<file path="src/rtl/sn_pkg.sv">
// sn_pkg: shared types and width helpers for the spiking-network output
// evaluator.
//   sn_oe_state_t : evaluator FSM states (IDLE, ACCUM, SCAN, HOLD)
//   sn_cnt_w(m)   : bits needed to hold a count of 0..m
//   sn_idx_w(n)   : bits needed to index n items (never less than 1)
package sn_pkg;

  typedef enum logic [1:0] {
    IDLE  = 2'd0,
    ACCUM = 2'd1,
    SCAN  = 2'd2,
    HOLD  = 2'd3
  } sn_oe_state_t;

  function automatic int sn_cnt_w(input int m);
    return $clog2(m + 1);
  endfunction

  function automatic int sn_idx_w(input int n);
    return (n > 1) ? $clog2(n) : 1;
  endfunction

endpackage

</file>
<file path="src/rtl/sn_out_eval_if.sv">
// sn_out_eval_if: bundle between network controller / result consumer and
// the output evaluator.
//   nc_reset, nc_evaluate, nc_io_done, nc_io_cur_per : controller side
//   net_outputs                                      : output-neuron spikes
//   oe_rdy / oe_vld                                  : result handshake
//   oe_winner, oe_win_cnt, oe_none, oe_counts        : result and live counts
//   oe_first_per : only when SN_OUT_EVAL_FIRST_SPIKE_EN is defined
// Modports: slave = evaluator, master = controller/consumer.
interface sn_out_eval_if #(
  parameter int P_NUM_OUTPUTS     = 3,
  parameter int P_MAX_NUM_PERIODS = 100
);
  import sn_pkg::*;

  localparam int CW = sn_cnt_w(P_MAX_NUM_PERIODS);
  localparam int IW = sn_idx_w(P_NUM_OUTPUTS);

  logic                              nc_reset;
  logic                              nc_evaluate;
  logic [P_NUM_OUTPUTS-1:0]          net_outputs;
  logic                              nc_io_done;
  logic [CW-1:0]                     nc_io_cur_per;
  logic                              oe_rdy;
  logic                              oe_vld;
  logic [IW-1:0]                     oe_winner;
  logic [CW-1:0]                     oe_win_cnt;
  logic                              oe_none;
  logic [P_NUM_OUTPUTS-1:0][CW-1:0]  oe_counts;
`ifdef SN_OUT_EVAL_FIRST_SPIKE_EN
  logic [P_NUM_OUTPUTS-1:0][CW-1:0]  oe_first_per;

  modport slave (
    input  nc_reset, nc_evaluate, net_outputs, nc_io_done, nc_io_cur_per, oe_rdy,
    output oe_vld, oe_winner, oe_win_cnt, oe_none, oe_counts, oe_first_per
  );
  modport master (
    output nc_reset, nc_evaluate, net_outputs, nc_io_done, nc_io_cur_per, oe_rdy,
    input  oe_vld, oe_winner, oe_win_cnt, oe_none, oe_counts, oe_first_per
  );
`else
  modport slave (
    input  nc_reset, nc_evaluate, net_outputs, nc_io_done, nc_io_cur_per, oe_rdy,
    output oe_vld, oe_winner, oe_win_cnt, oe_none, oe_counts
  );
  modport master (
    output nc_reset, nc_evaluate, net_outputs, nc_io_done, nc_io_cur_per, oe_rdy,
    input  oe_vld, oe_winner, oe_win_cnt, oe_none, oe_counts
  );
`endif

endinterface

</file>
<file path="src/rtl/sn_sat_cntr.sv">
// sn_sat_cntr: saturating up-counter.
//   clk, rst : clock, synchronous active-high reset
//   clr      : synchronous clear (wins over inc)
//   inc      : count up by one unless already at P_MAX
//   cnt      : current count
module sn_sat_cntr #(
  parameter int P_WIDTH = 7,
  parameter int P_MAX   = 100
) (
  input  logic               clk,
  input  logic               rst,
  input  logic               clr,
  input  logic               inc,
  output logic [P_WIDTH-1:0] cnt
);

  logic [P_WIDTH-1:0] cnt_q, cnt_d;

  always_comb begin
    cnt_d = cnt_q;
    if (clr) begin
      cnt_d = '0;
    end else if (inc && (cnt_q != P_WIDTH'(P_MAX))) begin
      cnt_d = cnt_q + P_WIDTH'(1);
    end
  end

  always_ff @(posedge clk) begin
    if (rst) cnt_q <= '0;
    else     cnt_q <= cnt_d;
  end

  assign cnt = cnt_q;

endmodule

</file>
<file path="src/rtl/sn_out_eval.sv">
// sn_out_eval: counts output-neuron spikes over a network run, then scans
// the counters one per cycle to pick the winner and holds the result until
// the consumer accepts it.
//   clk, rst : clock, synchronous active-high reset
//   io       : sn_out_eval_if.slave (controller pulses, spikes, result)
// Optional feature macro SN_OUT_EVAL_FIRST_SPIKE_EN: records the period of
// each output's first counted spike (oe_first_per) and uses it to break
// count ties in favour of the earlier spiker.
module sn_out_eval
  import sn_pkg::*;
#(
  parameter int P_NUM_OUTPUTS     = 3,
  parameter int P_MAX_NUM_PERIODS = 100
) (
  input  logic          clk,
  input  logic          rst,
  sn_out_eval_if.slave  io
);

  localparam int N  = P_NUM_OUTPUTS;
  localparam int CW = sn_cnt_w(P_MAX_NUM_PERIODS);
  localparam int IW = sn_idx_w(P_NUM_OUTPUTS);

  sn_oe_state_t          state_q, state_d;
  logic                  eval_dly_q;
  logic [IW-1:0]         idx_q, best_idx_q;
  logic [CW-1:0]         best_cnt_q, best_cnt_nx, cur_cnt;
  logic                  none_q;
  logic                  accum, scan_en, hold, scan_last, upd;
  logic [N-1:0]          inc;
  logic [N-1:0][CW-1:0]  cnt;

  // Per-output saturating spike counters
  for (genvar i = 0; i < N; i++) begin : g_cnt
    sn_sat_cntr #(.P_WIDTH(CW), .P_MAX(P_MAX_NUM_PERIODS)) u_cnt (
      .clk (clk),
      .rst (rst),
      .clr (io.nc_reset),
      .inc (inc[i]),
      .cnt (cnt[i])
    );
  end

  // FSM state register
  always_ff @(posedge clk) begin
    if (rst) state_q <= IDLE;
    else     state_q <= state_d;
  end

  // FSM next state; nc_reset restarts accumulation from any state
  always_comb begin
    state_d = state_q;
    if (io.nc_reset) begin
      state_d = ACCUM;
    end else begin
      unique case (state_q)
        IDLE:    state_d = IDLE;
        ACCUM:   if (io.nc_io_done) state_d = SCAN;
        SCAN:    if (scan_last) state_d = HOLD;
        HOLD:    if (io.oe_rdy) state_d = IDLE;
        default: state_d = IDLE;
      endcase
    end
  end

  // FSM outputs
  always_comb begin
    accum     = (state_q == ACCUM);
    scan_en   = (state_q == SCAN);
    hold      = (state_q == HOLD);
    scan_last = scan_en && (idx_q == IW'(N - 1));
  end

  // The sample one cycle after nc_evaluate still counts on the nc_io_done
  // edge, so SCAN always sees the final totals; nc_reset discards it.
  always_comb begin
    inc = '0;
    if (accum && eval_dly_q && !io.nc_reset) inc = io.net_outputs;
  end

  always_comb begin
    cur_cnt = '0;
    for (int i = 0; i < N; i++) begin
      if (idx_q == IW'(i)) cur_cnt = cnt[i];
    end
  end

`ifdef SN_OUT_EVAL_FIRST_SPIKE_EN
  logic [N-1:0][CW-1:0]  first_q;
  logic [CW-1:0]         best_first_q, cur_first;

  // A counter still at zero means this is the output's first counted spike
  always_ff @(posedge clk) begin
    if (rst) begin
      first_q <= '0;
    end else begin
      for (int i = 0; i < N; i++) begin
        if (io.nc_reset)                  first_q[i] <= '0;
        else if (inc[i] && (cnt[i] == '0)) first_q[i] <= io.nc_io_cur_per;
      end
    end
  end

  always_comb begin
    cur_first = '0;
    for (int i = 0; i < N; i++) begin
      if (idx_q == IW'(i)) cur_first = first_q[i];
    end
  end

  // Equal nonzero counts: the earlier nonzero first-spike period wins;
  // equal periods keep the lower index already held.
  always_comb begin
    upd = (cur_cnt > best_cnt_q) ||
          ((cur_cnt == best_cnt_q) && (cur_cnt != '0) && (cur_first != '0) &&
           ((best_first_q == '0) || (cur_first < best_first_q)));
  end

  always_ff @(posedge clk) begin
    if (rst)                         best_first_q <= '0;
    else if (io.nc_reset)            best_first_q <= '0;
    else if (accum && io.nc_io_done) best_first_q <= '0;
    else if (scan_en && upd)         best_first_q <= cur_first;
  end

  assign io.oe_first_per = first_q;
`else
  // Strictly greater only, so ties stay with the lowest index
  always_comb begin
    upd = (cur_cnt > best_cnt_q);
  end
`endif

  always_comb begin
    best_cnt_nx = upd ? cur_cnt : best_cnt_q;
  end

  // Delayed evaluate, scan index and running/held result
  always_ff @(posedge clk) begin
    if (rst) begin
      eval_dly_q <= 1'b0;
      idx_q      <= '0;
      best_idx_q <= '0;
      best_cnt_q <= '0;
      none_q     <= 1'b0;
    end else begin
      eval_dly_q <= accum && io.nc_evaluate && !io.nc_reset;
      if (io.nc_reset || (accum && io.nc_io_done)) begin
        idx_q      <= '0;
        best_idx_q <= '0;
        best_cnt_q <= '0;
        none_q     <= 1'b0;
      end else if (scan_en) begin
        idx_q      <= idx_q + IW'(1);
        best_cnt_q <= best_cnt_nx;
        if (upd) best_idx_q <= idx_q;
        if (scan_last) none_q <= (best_cnt_nx == '0);
      end
    end
  end

  assign io.oe_vld     = hold;
  assign io.oe_winner  = best_idx_q;
  assign io.oe_win_cnt = best_cnt_q;
  assign io.oe_none    = none_q;
  assign io.oe_counts  = cnt;

endmodule

</file>
<file path="src/flat_wrapper.sv">
// flat-port wrapper written by rule: the top's interface ports become plain ports
module sn_out_eval_flat import sn_pkg::*;
#(
  parameter int P_NUM_OUTPUTS     = 3,
  parameter int P_MAX_NUM_PERIODS = 100
)
  (clk, rst, io_nc_reset, io_nc_evaluate, io_net_outputs, io_nc_io_done, io_nc_io_cur_per, io_oe_rdy, io_oe_vld, io_oe_winner, io_oe_win_cnt, io_oe_none, io_oe_counts);
  sn_out_eval_if #(.P_NUM_OUTPUTS(P_NUM_OUTPUTS), .P_MAX_NUM_PERIODS(P_MAX_NUM_PERIODS)) io_i ();
  input  logic clk;
  input  logic rst;
  input wire logic [$bits(io_i.nc_reset)-1:0] io_nc_reset;
  input wire logic [$bits(io_i.nc_evaluate)-1:0] io_nc_evaluate;
  input wire logic [$bits(io_i.net_outputs)-1:0] io_net_outputs;
  input wire logic [$bits(io_i.nc_io_done)-1:0] io_nc_io_done;
  input wire logic [$bits(io_i.nc_io_cur_per)-1:0] io_nc_io_cur_per;
  input wire logic [$bits(io_i.oe_rdy)-1:0] io_oe_rdy;
  output wire logic [$bits(io_i.oe_vld)-1:0] io_oe_vld;
  output wire logic [$bits(io_i.oe_winner)-1:0] io_oe_winner;
  output wire logic [$bits(io_i.oe_win_cnt)-1:0] io_oe_win_cnt;
  output wire logic [$bits(io_i.oe_none)-1:0] io_oe_none;
  output wire logic [$bits(io_i.oe_counts)-1:0] io_oe_counts;
  assign io_i.nc_reset = io_nc_reset;
  assign io_i.nc_evaluate = io_nc_evaluate;
  assign io_i.net_outputs = io_net_outputs;
  assign io_i.nc_io_done = io_nc_io_done;
  assign io_i.nc_io_cur_per = io_nc_io_cur_per;
  assign io_i.oe_rdy = io_oe_rdy;
  assign io_oe_vld = io_i.oe_vld;
  assign io_oe_winner = io_i.oe_winner;
  assign io_oe_win_cnt = io_i.oe_win_cnt;
  assign io_oe_none = io_i.oe_none;
  assign io_oe_counts = io_i.oe_counts;
  sn_out_eval #(.P_NUM_OUTPUTS(P_NUM_OUTPUTS), .P_MAX_NUM_PERIODS(P_MAX_NUM_PERIODS)) u_core (.clk(clk), .rst(rst), .io(io_i));
endmodule
</file>
<file path="config.mk">
export PLATFORM = sky130hd
export DESIGN_NAME = sn_out_eval_flat
export DESIGN_NICKNAME = d
export VERILOG_FILES = /design/src/rtl/sn_pkg.sv /design/src/rtl/sn_out_eval_if.sv /design/src/rtl/sn_sat_cntr.sv /design/src/rtl/sn_out_eval.sv /design/src/flat_wrapper.sv
export SDC_FILE = /design/constraint.sdc
export NUM_CORES = 1
export LEC_CHECK = 0
export ABC_AREA = 0
export ABC_CLOCK_PERIOD_IN_PS = 4250
export CORE_MARGIN = 5
export CORE_UTILIZATION = 54
export CTS_CLUSTER_SIZE = 30
export DETAILED_ROUTE_END_ITERATION = 7
export PLACE_DENSITY = 0.85
export SYNTH_ARGS = -nofsm -noshare
export SYNTH_HDL_FRONTEND = slang
export SYNTH_HIERARCHICAL = 1
export SYNTH_SLANG_ARGS = --single-unit
</file>
<file path="constraint.sdc">
create_clock -name clk -period 4.25 [get_ports clk]
set_clock_uncertainty 0.05 [all_clocks]
set_input_delay 0.85 -clock clk [delete_from_list [all_inputs] [get_ports clk]]
set_output_delay 0.85 -clock clk [all_outputs]
set_load 0.05 [all_outputs]
</file>
After elaboration in Yosys (flattened, before gate mapping)
Cells that the tools add are included.
- $add $sub $neg: 4
- magnitude comparators: 1
- eq/ne operators: 14
- muxes and demuxes: 10
- reductions and logical operators: 20
- operators by type and width (operator ; count):
    7-bit two-way mux ; 4
    7-bit by 1-bit adder with 7-bit output (second input constant) ; 3
    7-bit != test (second input constant) ; 3
    1-bit logical AND ; 9
    3-bit != test (second input constant) ; 3
    2-bit case mux with 4 select lines ; 1
    7-bit > comparator ; 1
    7-bit logical NOT ; 1
    2-bit equality test (second input constant) ; 3
    2-bit two-way mux ; 3
    2-bit != test (second input constant) ; 3
    3-bit AND reduction ; 2
    2-bit by 1-bit equality test with 1-bit output (second input constant) ; 2
    2-bit logical NOT ; 2
    2-bit AND reduction ; 2
    2-bit OR reduction ; 2
    3-bit two-way mux ; 1
    2-bit by 1-bit adder with 2-bit output (second input constant) ; 1
    1-bit logical NOT ; 1
    1-bit logical OR ; 1
    1-bit two-way mux ; 1
- register bits after elaboration: 36
- input port bits: 16
- output and inout bits: 32

Depth between registers and ports, before layout
Gate-level depths: netlist (run 1).
- word-level depth: 7
- mapped depth: 14
- gate-level depth less buffers: 12

Modules after synthesis
Netlist (run 1), hierarchy kept.
- by module, submodules not included (module ; times used ; cells each ; area an instance (um2)):
    sn_sat_cntr ; 3 ; 43 ; 371.6
    sn_out_eval ; 1 ; 127 ; 1071.0

Worst setup path after synthesis (run 1)
OpenSTA, ideal clock, no wires.
- path type: register -> register
- start point: register u_core.idx_q[1]
- end point: register u_core.best_cnt_q[2] (netlist: u_core/io.oe_win_cnt[2])
- setup time: 0.128 ns
- data arrival time: 2.434 ns
- data required time: 4.072 ns
- setup slack: 1.638 ns
- stages on the path, launching flop included: 15
- path buffers: 2
- clock period less this slack: 2.612 ns
- cells stage by stage: dfxtp_1 inv_1 ha_1 buf_6 and3b_1 a21oi_1 o21ai_1 ha_1 a21oi_1 o21ai_1 o22ai_1 or2_1 buf_2 mux2i_1 nor2_1
- cells in the longest elaborated chain, start to end: 6
- ends and longest elaborated chain (item ; line ; source):
    start, declared ; sn_out_eval.sv:26 ; logic [IW-1:0] idx_q, best_idx_q;
    start signal, assigned ; sn_out_eval.sv:154 ; idx_q <= idx_q + IW'(1);
    2-bit logical NOT ; sn_out_eval.sv:84 ; if (idx_q == IW'(i)) cur_cnt = cnt[i];
    7-bit two-way mux (2 in a row) ; sn_out_eval.sv:84 ;
    7-bit two-way mux (*) ; sn_out_eval.sv:84 ;
    7-bit > comparator ; sn_out_eval.sv:130 ; upd = (cur_cnt > best_cnt_q);
    7-bit two-way mux (*) ; sn_out_eval.sv:135 ; best_cnt_nx = upd ? cur_cnt : best_cnt_q;
    end signal, assigned ; sn_out_eval.sv:155 ; best_cnt_q <= best_cnt_nx;
    end, declared ; sn_out_eval.sv:27 ; logic [CW-1:0] best_cnt_q, best_cnt_nx, cur_cnt;
Mark *: on every way between the ends. The rest lies on a longest branch, timed or not.
A chain may end at the register's enable or synchronous reset.

Final worst setup path (run 1)
- start point: register u_core.idx_q[1]
- end point: register u_core.best_cnt_q[3] (netlist: u_core/io.oe_win_cnt[3])
The elaborated chain is that of the path after synthesis.

==> reports/qor.csv, run 1 <==
stage,metric,value,unit
finish,share of layout cells above drive strength 1,8.14,%
sta,Final TNS setup,0,ns
drt,Via density,5.72,
setup_path,Worst Path Max Fanout,14,
synthesis,Synthesis Warnings,6,
synthesis,top cell type's share of synthesized area,33.0,%
global_routing,met3 Track Usage GR,5.34,%
global_routing,gr usage total,19.3,%
global_routing,grt met1 use,23.4,%
sta,final period utilization,76.0,%
synthesis,Mapped Cells,256,
cts,number of post-CTS setup repair buffers,0,
sta,"Slew Viols, Final",0,
floorplanning,die footprint,5420,sq um
synthesis,Synth Area in Simple Gates,23.0,%
synthesis,Synth Flop Type,dfxtp_1,
power,total power,0.638,mW
setup_path,CP startpoint kind,flop,
power,Max VDD drop,0.000161,V
global_routing,first-pass GRT wire length,8.13,mm
placement,DP Wirelength,3.71,mm
hold_path,worst hold start,u_core/io.oe_winner[0],
sta,endpoints failing setup,0,
setup_path,Worst Reg-to-Reg Cells,11,
sta,fin worst setup slack,1.02,ns
global_routing,GR peak layer,met2,
global_routing,number of global-route vias before repair,1888,
power,Leak,0.964,nW
sta,Max Fclk,310,MHz
global_routing,antenna violations before repair,0,
synthesis,post-synthesis sequential area ratio,33.0,%
setup_path,r2r startpoint,u_core/idx_q[1],
finish,Layout Nets,330,
sta,fin crit period,3.23,ns
cts,Max Buffers Root-to-Sink,2,
drt,Vias,1973,
synthesis,synth top area cells,"dfxtp_1 33%, ha_1 11%, mux2i_1 7.3%",
finish,post-route cell area,2700,sq um
drt,DRT Wirelength,4.91,mm
setup_path,R2R setup slack,1.02,ns
setup_path,crit path buf inv count,1,
cts,CTS tree,done,
setup_path,CP max stage cell,or2_1,
synthesis,Mapped Area,2190,sq um
global_routing,met2 Resource Use GR,32.2,%
setup_path,Crit. path cell count,11,
synthesis,adder-cell share of the synthesized area,10.9,%
cts,CTS resizes,0,
status,status,completed,
cts,Hold Buf Count CTS,0,
drt,DRT iter0 DRCs,87,
drt,WL/cell,14.2,microns
sta,RSZ-0062 raised after global routing,no,
placement,Port Buffer Count,40,
placement,RD Place Congestion,0.816,
hold_path,hold depth,2,
sta,Slew HR,66.0,%
cts,Worst-Skew Late Latency,0.28,ns
global_routing,largest net degree at the start of global routing,15,
synthesis,post-synth top area cell,dfxtp_1,
setup_path,critical path type,reg -> reg,
synthesis,synth unique cells,45,
cts,CTS Sinks,36,
synthesis,Post-Synth XOR/XNOR Area,1.60,%
cts,CTS Buf Count,5,
floorplanning,Top Ports,48,
floorplanning,row count,23,
power,PwrDens,236,nW/um^2
finish,Antenna Cells,0,
hold_path,Hold Crit Class,reg -> reg,
setup_path,Setup crit end kind,flop,
cts,Clock transition at path regs,0.07,ns
placement,"worst slack, placed",1.11,ns
finish,area added between synthesis and finish,23.5,%
drt,DRT Pass-1 Iters,5,
synthesis,multiplexer area fraction after synthesis,7.33,%
floorplanning,Die Span Y,73.6,microns
finish,"Core Util, Final",68.0,%
floorplanning,CORE AREA,3970,sq um
synthesis,syn_nets,291,
floorplanning,starting density of the core,55.0,%
setup_path,CP top delay family,compound AO/OA/AOI/OAI gates,
setup_path,CP max stage delay,0.44,ns
job,MaxCap Viol Count,0,
synthesis,largest family of logic cells by synthesized area,simple AND/OR/NAND/NOR gates,
setup_path,Critical Path RT,4.36,ns
synthesis,Async SR Flop Fraction,0,%
floorplanning,DIE WIDTH,73.6,microns
setup_path,worst-path cell chain,"inv_1, ha_1, nand3b_1, a2bb2oi_1, ha_1, a21oi_1, a21oi_1, o22ai_1, or2_1, mux2i_1, nor2_1",
cts,Root Driver,clkbuf_8,
drt,Post-DRT Antenna Nets,0,
global_routing,grt ovf,0,
synthesis,compound-cell area share of the yosys netlist,18.0,%
synthesis,Post-synth EDFFs,0,
synthesis,Post-Syn Area per Cell,8.54,sq um
setup_path,Critical Path AT,3.34,ns
drt,number of remaining DRC errors,0,
sta,Final Hold Vio Count,0,
cts,htree depth,2,
synthesis,"FF+latch count, synth",36,
setup_path,CP startpoint,u_core/idx_q[1],
sta,worst slew pin tran,0.509,ns
placement,"Cell Area, Placed",2600,sq um
## cell usage after synthesis, types with 2 or more instances
cell       instances
o21ai_0            8
clkbuf_1           2
a21oi_2            6
nand3_1           13
or3_1              7
mux2i_1           16
inv_1             22
ha_1              19
xor2_1             3
a311o_1            3
dfxtp_1           36
o21ai_1            3
a2bb2oi_1          3
a31oi_1            3
and4bb_4           3
nor2_1            18
buf_2              4
a31oi_2            3
nor3_1             4
and2_1             3
a21oi_1           20
nand3b_1           5
nand2_1           21
nand4_1            7
or2_2              3
o21a_1             2
## kinds of logic after synthesis
kind of cell | Yosys count
adders and majority gates | 19
and+or+nand+nor | 91
DFF | 36
buffers and inverters | 32
xor gates and xnor gates | 4
muxes | 16
AOI/OAI and AO/OA | 58
## final cells by class
cell class / count / area [sq um]
Timing Repair Buffer: 40 / 400
Tap cell: 50 / 62.6
Inverter: 24 / 90.1
Multi-Input combinational cell: 188 / 1330
Clock buffer: 7 / 96.3
Fill cell: 321 / 1270
Sequential cell: 36 / 721
## power by group
| part | total [mW] | switching (mW) | internal, mW |
|---|---|---|---|
| Sequential | 0.341 | 0.00210 | 0.339 |
| Combinational | 0.0381 | 0.0214 | 0.0167 |
| Clock | 0.259 | 0.114 | 0.144 |
## final timing paths
path                                                 to
worst min-delay path             u_core/io.oe_winner[0]
worst max-delay path            u_core/io.oe_win_cnt[3]
worst min register to register   u_core/io.oe_winner[0]
worst max register to register  u_core/io.oe_win_cnt[3]
## stage by stage
stage | hold WS, ns | std cells
global placement | 0.438 | 338
floorplan | 0.456 | 256
finish | 0.455 | 345
CTS | 0.464 | 345
detailed placement | 0.448 | 338
global route | 0.508 | 345
## placed cells by master, fill, tap and decap left out, types with 2 or more instances in the layout
cell type and count:
nor2_1 18, a31oi_2 3, a21oi_1 20, and2_1 3
nand2_1 21, nand4_1 7, clkbuf_8 7, and4bb_4 3
a311o_1 3, nor3_1 4, o21ai_0 8, nand3b_1 5
inv_1 22, o21ai_1 3, dfxtp_1 36, clkdlybuf4s50_1 40
o21a_1 2, nand3_1 13, a31oi_1 3, a21oi_2 6
a2bb2oi_1 3, ha_1 19, mux2i_1 16, or2_2 3
or3_1 7, xor2_1 3
## flip-flops by register name, indices dropped and copies added (netlist names)
| register | count |
|---|---|
| u_core/eval_dly_q | 1 |
| u_core/g_cnt.u_cnt/cnt | 21 |
| u_core/io.oe_winner | 2 |
| u_core/io.oe_win_cnt | 7 |
| u_core/io.oe_none | 1 |
| u_core/idx_q | 2 |
| u_core/state_q | 2 |
## worst register-to-register path, delay by kind of cell (launching register included)
kind / cells / cell delay, ns
DFF: 1 / 0.39
AOI/OAI and AO/OA: 4 / 0.88
buffers and inverters: 1 / 0.09
muxes: 1 / 0.30
and+or+nand+nor: 3 / 0.73
adders and majority gates: 2 / 0.67
## routing by layer
layer / routed length [microns] / up-vias / share of wire [%]
met3: 210 / 10 / 4.3
met1: 2230 / 904 / 45
li1: - / 997 / -
met5: 0 / - / 0
met2: 2390 / 62 / 49
met4: 80 / 0 / 1.6
Note: power is estimated with default switching activity, not from simulation.
==> run 2: changes to the inputs <==
--- a/config.mk
+++ b/config.mk
@@ -6,12 +6,12 @@
 export NUM_CORES = 1
 export LEC_CHECK = 0
 export ABC_AREA = 0
-export ABC_CLOCK_PERIOD_IN_PS = 4250
+export ABC_CLOCK_PERIOD_IN_PS = 2900
 export CORE_MARGIN = 5
-export CORE_UTILIZATION = 54
+export CORE_UTILIZATION = 46
 export CTS_CLUSTER_SIZE = 30
 export DETAILED_ROUTE_END_ITERATION = 7
-export PLACE_DENSITY = 0.85
+export PLACE_DENSITY = 0.77
 export SYNTH_ARGS = -nofsm -noshare
 export SYNTH_HDL_FRONTEND = slang
 export SYNTH_HIERARCHICAL = 1
==> constraint.sdc (replaced) <==
create_clock -name clk -period 2.9 [get_ports clk]
set_clock_uncertainty 0.05 [all_clocks]
set_input_delay 0.58 -clock clk [delete_from_list [all_inputs] [get_ports clk]]
set_output_delay 0.58 -clock clk [all_outputs]
set_load 0.05 [all_outputs]
==> run 2 against run 1 <==
  * Global-route usage down 2.0 points
  * Sequential cell count unchanged
  * Hold slack better by 0.0019 ns
  * Clock power up 41%
  * Sequential power up 47%
  * Non-clock buffer count up 13
  * First-iteration DRC count up 89%
  * Combinational power up 56%
==> reports/qor.csv, run 2 (synthesis gave the netlist of run 1 again) <==
stage,metric,value,unit,change
finish,share of layout cells above drive strength 1,13.9,%,+5.8 points
placement,"worst slack, placed",-0.0268,ns,-1.14 ns
sta,Hold WS,0.457,ns,+0.00191 ns
setup_path,Critical Path AT,2.85,ns,-0.49 ns
setup_path,Setup crit end kind,flop,,
floorplanning,DIE WIDTH,78.9,microns,+7.2%
setup_path,critical path type,reg -> reg,,
finish,Multi-input gate area,1370,sq um,+3.1%
cts,Hold Buf Count CTS,0,,unchanged
sta,Final Hold Vio Count,0,,unchanged
floorplanning,Die Span Y,78.9,microns,+7.2%
sta,fin crit period,2.74,ns,-0.486 ns
status,status,completed,,
sta,endpoints failing setup,0,,unchanged
finish,Antenna Cells,0,,unchanged
setup_path,r2r startpoint,u_core/idx_q[0],,
hold_path,worst hold start,u_core/io.oe_winner[0],,
sta,worst slew pin tran,0.551,ns,+0.0424 ns
cts,htree depth,2,,unchanged
power,Max VDD drop,0.000253,V,+57%
drt,Via density,5.73,,+0.15%
floorplanning,CORE AREA,4660,sq um,+17%
global_routing,gr usage total,17.3,%,-2.0 points
global_routing,number of global-route vias before repair,1940,,+2.8%
cts,Clock transition at path regs,0.07,ns,about the same
hold_path,Hold Crit Class,reg -> reg,,
drt,DRT iter0 DRCs,164,,+89%
cts,number of post-CTS setup repair buffers,0,,unchanged
cts,CTS Sinks,36,,unchanged
drt,DRT Wirelength,5.16,mm,+5.1%
power,Leak,1.03,nW,+7.1%
cts,CTS Buf Count,5,,unchanged
sta,Slew HR,63.2,%,-2.7 points
global_routing,antenna violations before repair,0,,unchanged
setup_path,worst reg2reg path endpoint,u_core/io.oe_win_cnt[5],,
cts,Root Driver,clkbuf_8,,
job,MaxCap Viol Count,0,,unchanged
drt,number of remaining DRC errors,0,,unchanged
power,PwrDens,326,nW/um^2,+38%
floorplanning,starting density of the core,46.9,%,-8.1 points
setup_path,Worst Reg-to-Reg Cells,13,,+2
finish,Fillers,409,,+27%
cts,CTS tree,done,,
finish,number of flip-flops under the largest register name,21,,unchanged
drt,DRT Pass-1 Iters,4,,-1
finish,"most common cell after layout, fill and taps aside",clkdlybuf4s50_1,,
floorplanning,die footprint,6230,sq um,+15%
hold_path,hold path endpoint,u_core/io.oe_winner[0],,
sta,fin worst setup slack,0.157,ns,-0.864 ns
sta,final period utilization,94.6,%,+19 points
floorplanning,row count,25,,+8.7%
placement,RD Place Congestion,0.805,,-1.3%
finish,area added between synthesis and finish,29.9,%,
cts,Worst-Skew Late Latency,0.28,ns,about the same
drt,Post-DRT Antenna Nets,0,,unchanged
hold_path,hold depth,2,,unchanged
setup_path,CP startpoint kind,flop,,
finish,"commonest non-fill, non-tap cells in the layout","40 x clkdlybuf4s50_1, 35 x dfxtp_1, 22 x inv_1",,
global_routing,largest net degree at the start of global routing,15,,unchanged
drt,Vias,2079,,+5.4%
global_routing,grt ovf,0,,unchanged
finish,Storage cell area,724,sq um,+0.52%
finish,Layout Nets,343,,+3.9%
cts,Max Buffers Root-to-Sink,2,,unchanged
sta,Max Fclk,365,MHz,+18%
placement,DP Wirelength,3.88,mm,+4.6%
drt,WL/cell,14.2,microns,about the same
global_routing,first-pass GRT wire length,8.77,mm,+7.9%
setup_path,R2R setup slack,0.16,ns,-0.86 ns
floorplanning,Top Ports,48,,unchanged
setup_path,Worst Path Max Fanout,8,,-6
setup_path,Critical Path RT,3.01,ns,-1.35 ns
placement,Port Buffer Count,40,,unchanged
sta,"Slew Viols, Final",0,,unchanged
## run 2: changes by cell type in the layout (fill, tap and decap cells not counted), moves of 2 or more
cell	delta
a21oi_1	-2
a21oi_2	+2
buf_4	+13
clkbuf_1	+2
ha_1	-3
ha_4	+2
## run 2: layer usage
metal / track usage [%] / share of wire (%) / up-vias
li1: - / - / 1031
met1: 22.3 / 46 / 978
met2: 28.9 / 46 / 61
met3: 4.08 / 6.4 / 9
met4: 4.81 / 1.5 / 0
met5: 0 / 0 / -
## run 2: timing repair
| action | 4_1_cts | 5_1_grt |
|---|---|---|
| endpoints found under the setup margin | 8 | 9 |
| cloned | 0 | 0 |
| resized for setup | 1 | 9 |
| pin swaps | 0 | 3 |
## run 2: layout make-up
class                   count  share of cell area (%)
well taps                  54                    2.38
inverters                  24                    3.17
flip-flops and latches     36                    25.5
clock buffers               8                    3.17
repair buffers             53                    17.5
multi-input cells         188                    48.2
## run 2: power breakdown
part | switching (mW) | leakage (nW) | total [mW] | internal, mW
Combinational | 0.0329 | 0.695 | 0.0596 | 0.0267
Clock | 0.172 | 0.0455 | 0.366 | 0.194
Sequential | 0.00338 | 0.291 | 0.500 | 0.497
Total | 0.208 | 1.03 | 0.925 | 0.717
## run 2: stage by stage
stage | instance area, sq um | std cells | power, mW | TNS, ns | utilization (%)
2_1_floorplan | 2190 | 256 | 0.545 | 0 | -
3_3_place_gp | 2710 | 355 | 0.568 | 0 | 58.0
3_5_place_dp | 2710 | 355 | 0.569 | -0.0344 | 58.0
4_1_cts | 2800 | 363 | 0.934 | 0 | 60.0
5_1_grt | 2840 | 363 | 0.963 | -0.00604 | 60.9
6_report | 2840 | 363 | 0.925 | 0 | 60.9
## run 2: how the worst max path moves through the flow
stage | start | to | slack [ns] | depth (start not counted)
5_1_grt | u_core/idx_q[1] | u_core/io.oe_win_cnt[5] | -0.006 | 13
2_1_floorplan | u_core/idx_q[1] | u_core/io.oe_win_cnt[2] | 0.29 | 14
3_3_place_gp | u_core/idx_q[0] | u_core/io.oe_winner[0] | 0.02 | 12
3_5_place_dp | u_core/idx_q[0] | u_core/io.oe_win_cnt[5] | -0.03 | 12
4_1_cts | u_core/idx_q[0] | u_core/io.oe_win_cnt[5] | 0.05 | 13
6_report | u_core/idx_q[0] | u_core/io.oe_win_cnt[5] | 0.16 | 13
## run 2: worst max-delay path: stages (launching register included)
cell and delay [ns]:
dfxtp_4 0.38, inv_1 0.09, ha_2 0.26, a21oi_1 0.13
o21ai_0 0.13, o21a_1 0.17, ha_1 0.28, nand4_1 0.16
a21oi_2 0.20, o22ai_2 0.12, or2_1 0.24, buf_4 0.16
mux2i_1 0.17, nor2_1 0.06
==> run 3: changes to the inputs <==
--- a/config.mk
+++ b/config.mk
@@ -7,11 +7,15 @@
 export LEC_CHECK = 0
 export ABC_AREA = 0
 export ABC_CLOCK_PERIOD_IN_PS = 2900
+export CELL_PAD_IN_SITES_DETAIL_PLACEMENT = 1
+export CELL_PAD_IN_SITES_GLOBAL_PLACEMENT = 1
 export CORE_MARGIN = 5
-export CORE_UTILIZATION = 46
+export CORE_UTILIZATION = 34
 export CTS_CLUSTER_SIZE = 30
 export DETAILED_ROUTE_END_ITERATION = 7
-export PLACE_DENSITY = 0.77
+export HOLD_SLACK_MARGIN = 0.08
+export PLACE_DENSITY_LB_ADDON = 0.1
+export REMOVE_ABC_BUFFERS = 1
 export SYNTH_ARGS = -nofsm -noshare
 export SYNTH_HDL_FRONTEND = slang
 export SYNTH_HIERARCHICAL = 1
==> run 3 against run 2 <==
  * Sequential cell count did not move
  * Combinational power rose by 7.6%
  * Maximum frequency rose by 0.17%
  * Largest cell class unchanged
  * First-iteration DRC count fell by 57%
  * Sequential power barely moved
  * Non-clock buffer count rose by 13
==> reports/qor.csv, run 3 (synthesis gave the netlist of run 1 again) <==
stage,metric,value,unit,change
sta,fin worst setup slack,0.162,ns,+0.00460 ns
finish,Antenna Cells,0,,unchanged
global_routing,number of global-route vias before repair,2160,,+11%
job,MaxCap Viol Count,0,,unchanged
placement,DP Wirelength,4.78,mm,+23%
global_routing,largest net degree at the start of global routing,13,,-2
floorplanning,DIE WIDTH,90.2,microns,+14%
global_routing,first-pass GRT wire length,10.4,mm,+19%
sta,final period utilization,94.4,%,-0.16 points
drt,Vias,2069,,-0.48%
placement,RD Place Congestion,0.758,,-5.8%
setup_path,Critical Path AT,2.89,ns,+0.04 ns
power,Comb pwr share,6.8,%,+0.4 points
cts,htree depth,2,,unchanged
power,Max VDD drop,0.000177,V,-30%
drt,DRT iter0 DRCs,70,,-57%
sta,endpoints failing setup,0,,unchanged
cts,CTS Sinks,36,,unchanged
finish,fin cells,399,,+9.9%
power,Int Power,0.720,mW,+0.41%
cts,Max Buffers Root-to-Sink,2,,unchanged
power,switching part of the total power,23.9,%,+1.4 points
placement,Post-Place Cells,391,,+10%
finish,"commonest non-fill, non-tap cells in the layout","40 x clkdlybuf4s50_1, 34 x dfxtp_1, 26 x buf_4",,
finish,"most common cell after layout, fill and taps aside",clkdlybuf4s50_1,,
floorplanning,CORE AREA,6310,sq um,+35%
floorplanning,Top Ports,48,,unchanged
finish,number of flip-flops under the largest register name,21,,unchanged
sta,Final TNS setup,0,ns,unchanged
power,clock power share,40.3,%,+0.8 points
power,P_sw,0.226,mW,+8.4%
setup_path,CP startpoint kind,flop,,
power,PwrDens,318,nW/um^2,-2.3%
cts,Clock transition at path regs,0.08,ns,about the same
global_routing,gr usage total,15.4,%,-2.0 points
floorplanning,starting density of the core,34.6,%,-12 points
cts,CTS tree,done,,
hold_path,Hold Crit Class,reg -> reg,,
setup_path,worst-path cell chain,"inv_1, ha_4, and3b_1, a21oi_2, o21ai_1, ha_1, nand4_1, a21oi_2, o22ai_2, buf_4, nor4_2, o21ai_1, a311oi_1",,
sta,Slew HR,64.9,%,+1.7 points
global_routing,grt ovf,0,,unchanged
sta,"Slew Viols, Final",0,,unchanged
global_routing,antenna violations before repair,0,,unchanged
drt,WL/cell,15.7,microns,+10%
power,total power,0.946,mW,+2.2%
setup_path,CP max stage cell,dfxtp_2,,
cts,CTS Buf Count,5,,unchanged
sta,Max Fclk,365,MHz,+0.17%
finish,area added between synthesis and finish,35.9,%,
sta,fin crit period,2.74,ns,-0.00461 ns
floorplanning,row count,29,,+16%
sta,worst slew pin tran,0.526,ns,-0.0252 ns
drt,DRT Wirelength,6.26,mm,+21%
placement,Port Buffer Count,40,,unchanged
finish,Layout Nets,356,,+3.8%
floorplanning,Die Span Y,90.2,microns,+14%
drt,number of remaining DRC errors,0,,unchanged
cts,Worst-Skew Late Latency,0.29,ns,about the same
drt,Post-DRT Antenna Nets,0,,unchanged
setup_path,Critical Path RT,3.05,ns,+0.04 ns
setup_path,critical path type,reg -> reg,,
status,status,completed,,
power,Leak,1.10,nW,+6.6%
setup_path,Worst Path Max Fanout,11,,+3
placement,"worst slack, placed",0.0340,ns,+0.0608 ns
finish,share of layout cells above drive strength 1,18.0,%,+4.1 points
floorplanning,die footprint,8130,sq um,+31%
setup_path,Setup crit end kind,flop,,
drt,DRT Pass-1 Iters,6,,+2
cts,Root Driver,clkbuf_8,,
power,Sequential Power Share,52.9,%,-1.1 points
drt,Via density,5.19,,-9.5%
sta,Final Hold Vio Count,0,,unchanged
cts,number of post-CTS setup repair buffers,0,,unchanged
setup_path,CP max stage delay,0.35,ns,-0.03 ns
-- run 3: cell count changes in the layout (fill, tap and decap cells not counted), sizes merged --
cell,delta
buf,+13
-- run 3: routing by layer --
metal	part of all wire, %	track usage (%)
met1	50	20.5
met2	45	24.6
met3	2.9	3.26
met4	2.3	4.96
met5	0	0
-- run 3: power by group through the flow --
stage | sequential, mW | clock [mW] | combinational [mW]
2_1_floorplan | 0.512 | 0 | 0.0320
3_3_place_gp | 0.511 | 0 | 0.0617
5_1_grt | 0.501 | 0.416 | 0.0705
6_report | 0.500 | 0.381 | 0.0641
4_1_cts | 0.500 | 0.388 | 0.0633
3_5_place_dp | 0.512 | 0 | 0.0631
-- run 3: path summary, 6_finish.rpt --
check | end | cells past startpoint | slack (ns) | start
setup / recovery | u_core/io.oe_none | 13 | 0.16 | u_core/idx_q[1]
hold / removal | u_core/io.oe_winner[0] | 2 | 0.45 | u_core/io.oe_winner[0]
setup reg to reg | u_core/io.oe_none | 13 | 0.16 | u_core/idx_q[1]
hold reg to reg | u_core/io.oe_winner[0] | 2 | 0.45 | u_core/io.oe_winner[0]
-- run 3: layout make-up --
class	instances	area [sq um]
fill	773	3340
timing repair buffer	66	596
multi-input combinational	188	1380
clock buffer	8	90.1
tap	77	96.3
inverter	24	90.1
sequential	36	723
-- run 3: what timing repair did --
action,4_1_cts,5_1_grt
hold buffers,0,0
setup endpoints to repair,0,9
gates resized for setup,0,13
-- run 3: metrics by stage --
step / area [sq um] / utilization [%] / hold WS [ns]
4_1_cts: 2920 / 46.3 / 0.460
3_3_place_gp: 2830 / 44.8 / 0.424
2_1_floorplan: 2140 / - / 0.456
3_5_place_dp: 2830 / 44.8 / 0.442
6_report: 2970 / 47.1 / 0.455
5_1_grt: 2970 / 47.1 / 0.511
-- run 3: critical path, delay by kind of cell (launching register included) --
| family | cells | cell delay [ns] |
|---|---|---|
| AOI/OAI and AO/OA | 6 | 0.87 |
| DFF | 1 | 0.35 |
| buffers and inverters | 2 | 0.25 |
| adders and majority gates | 2 | 0.55 |
| and+or+nand+nor | 3 | 0.56 |
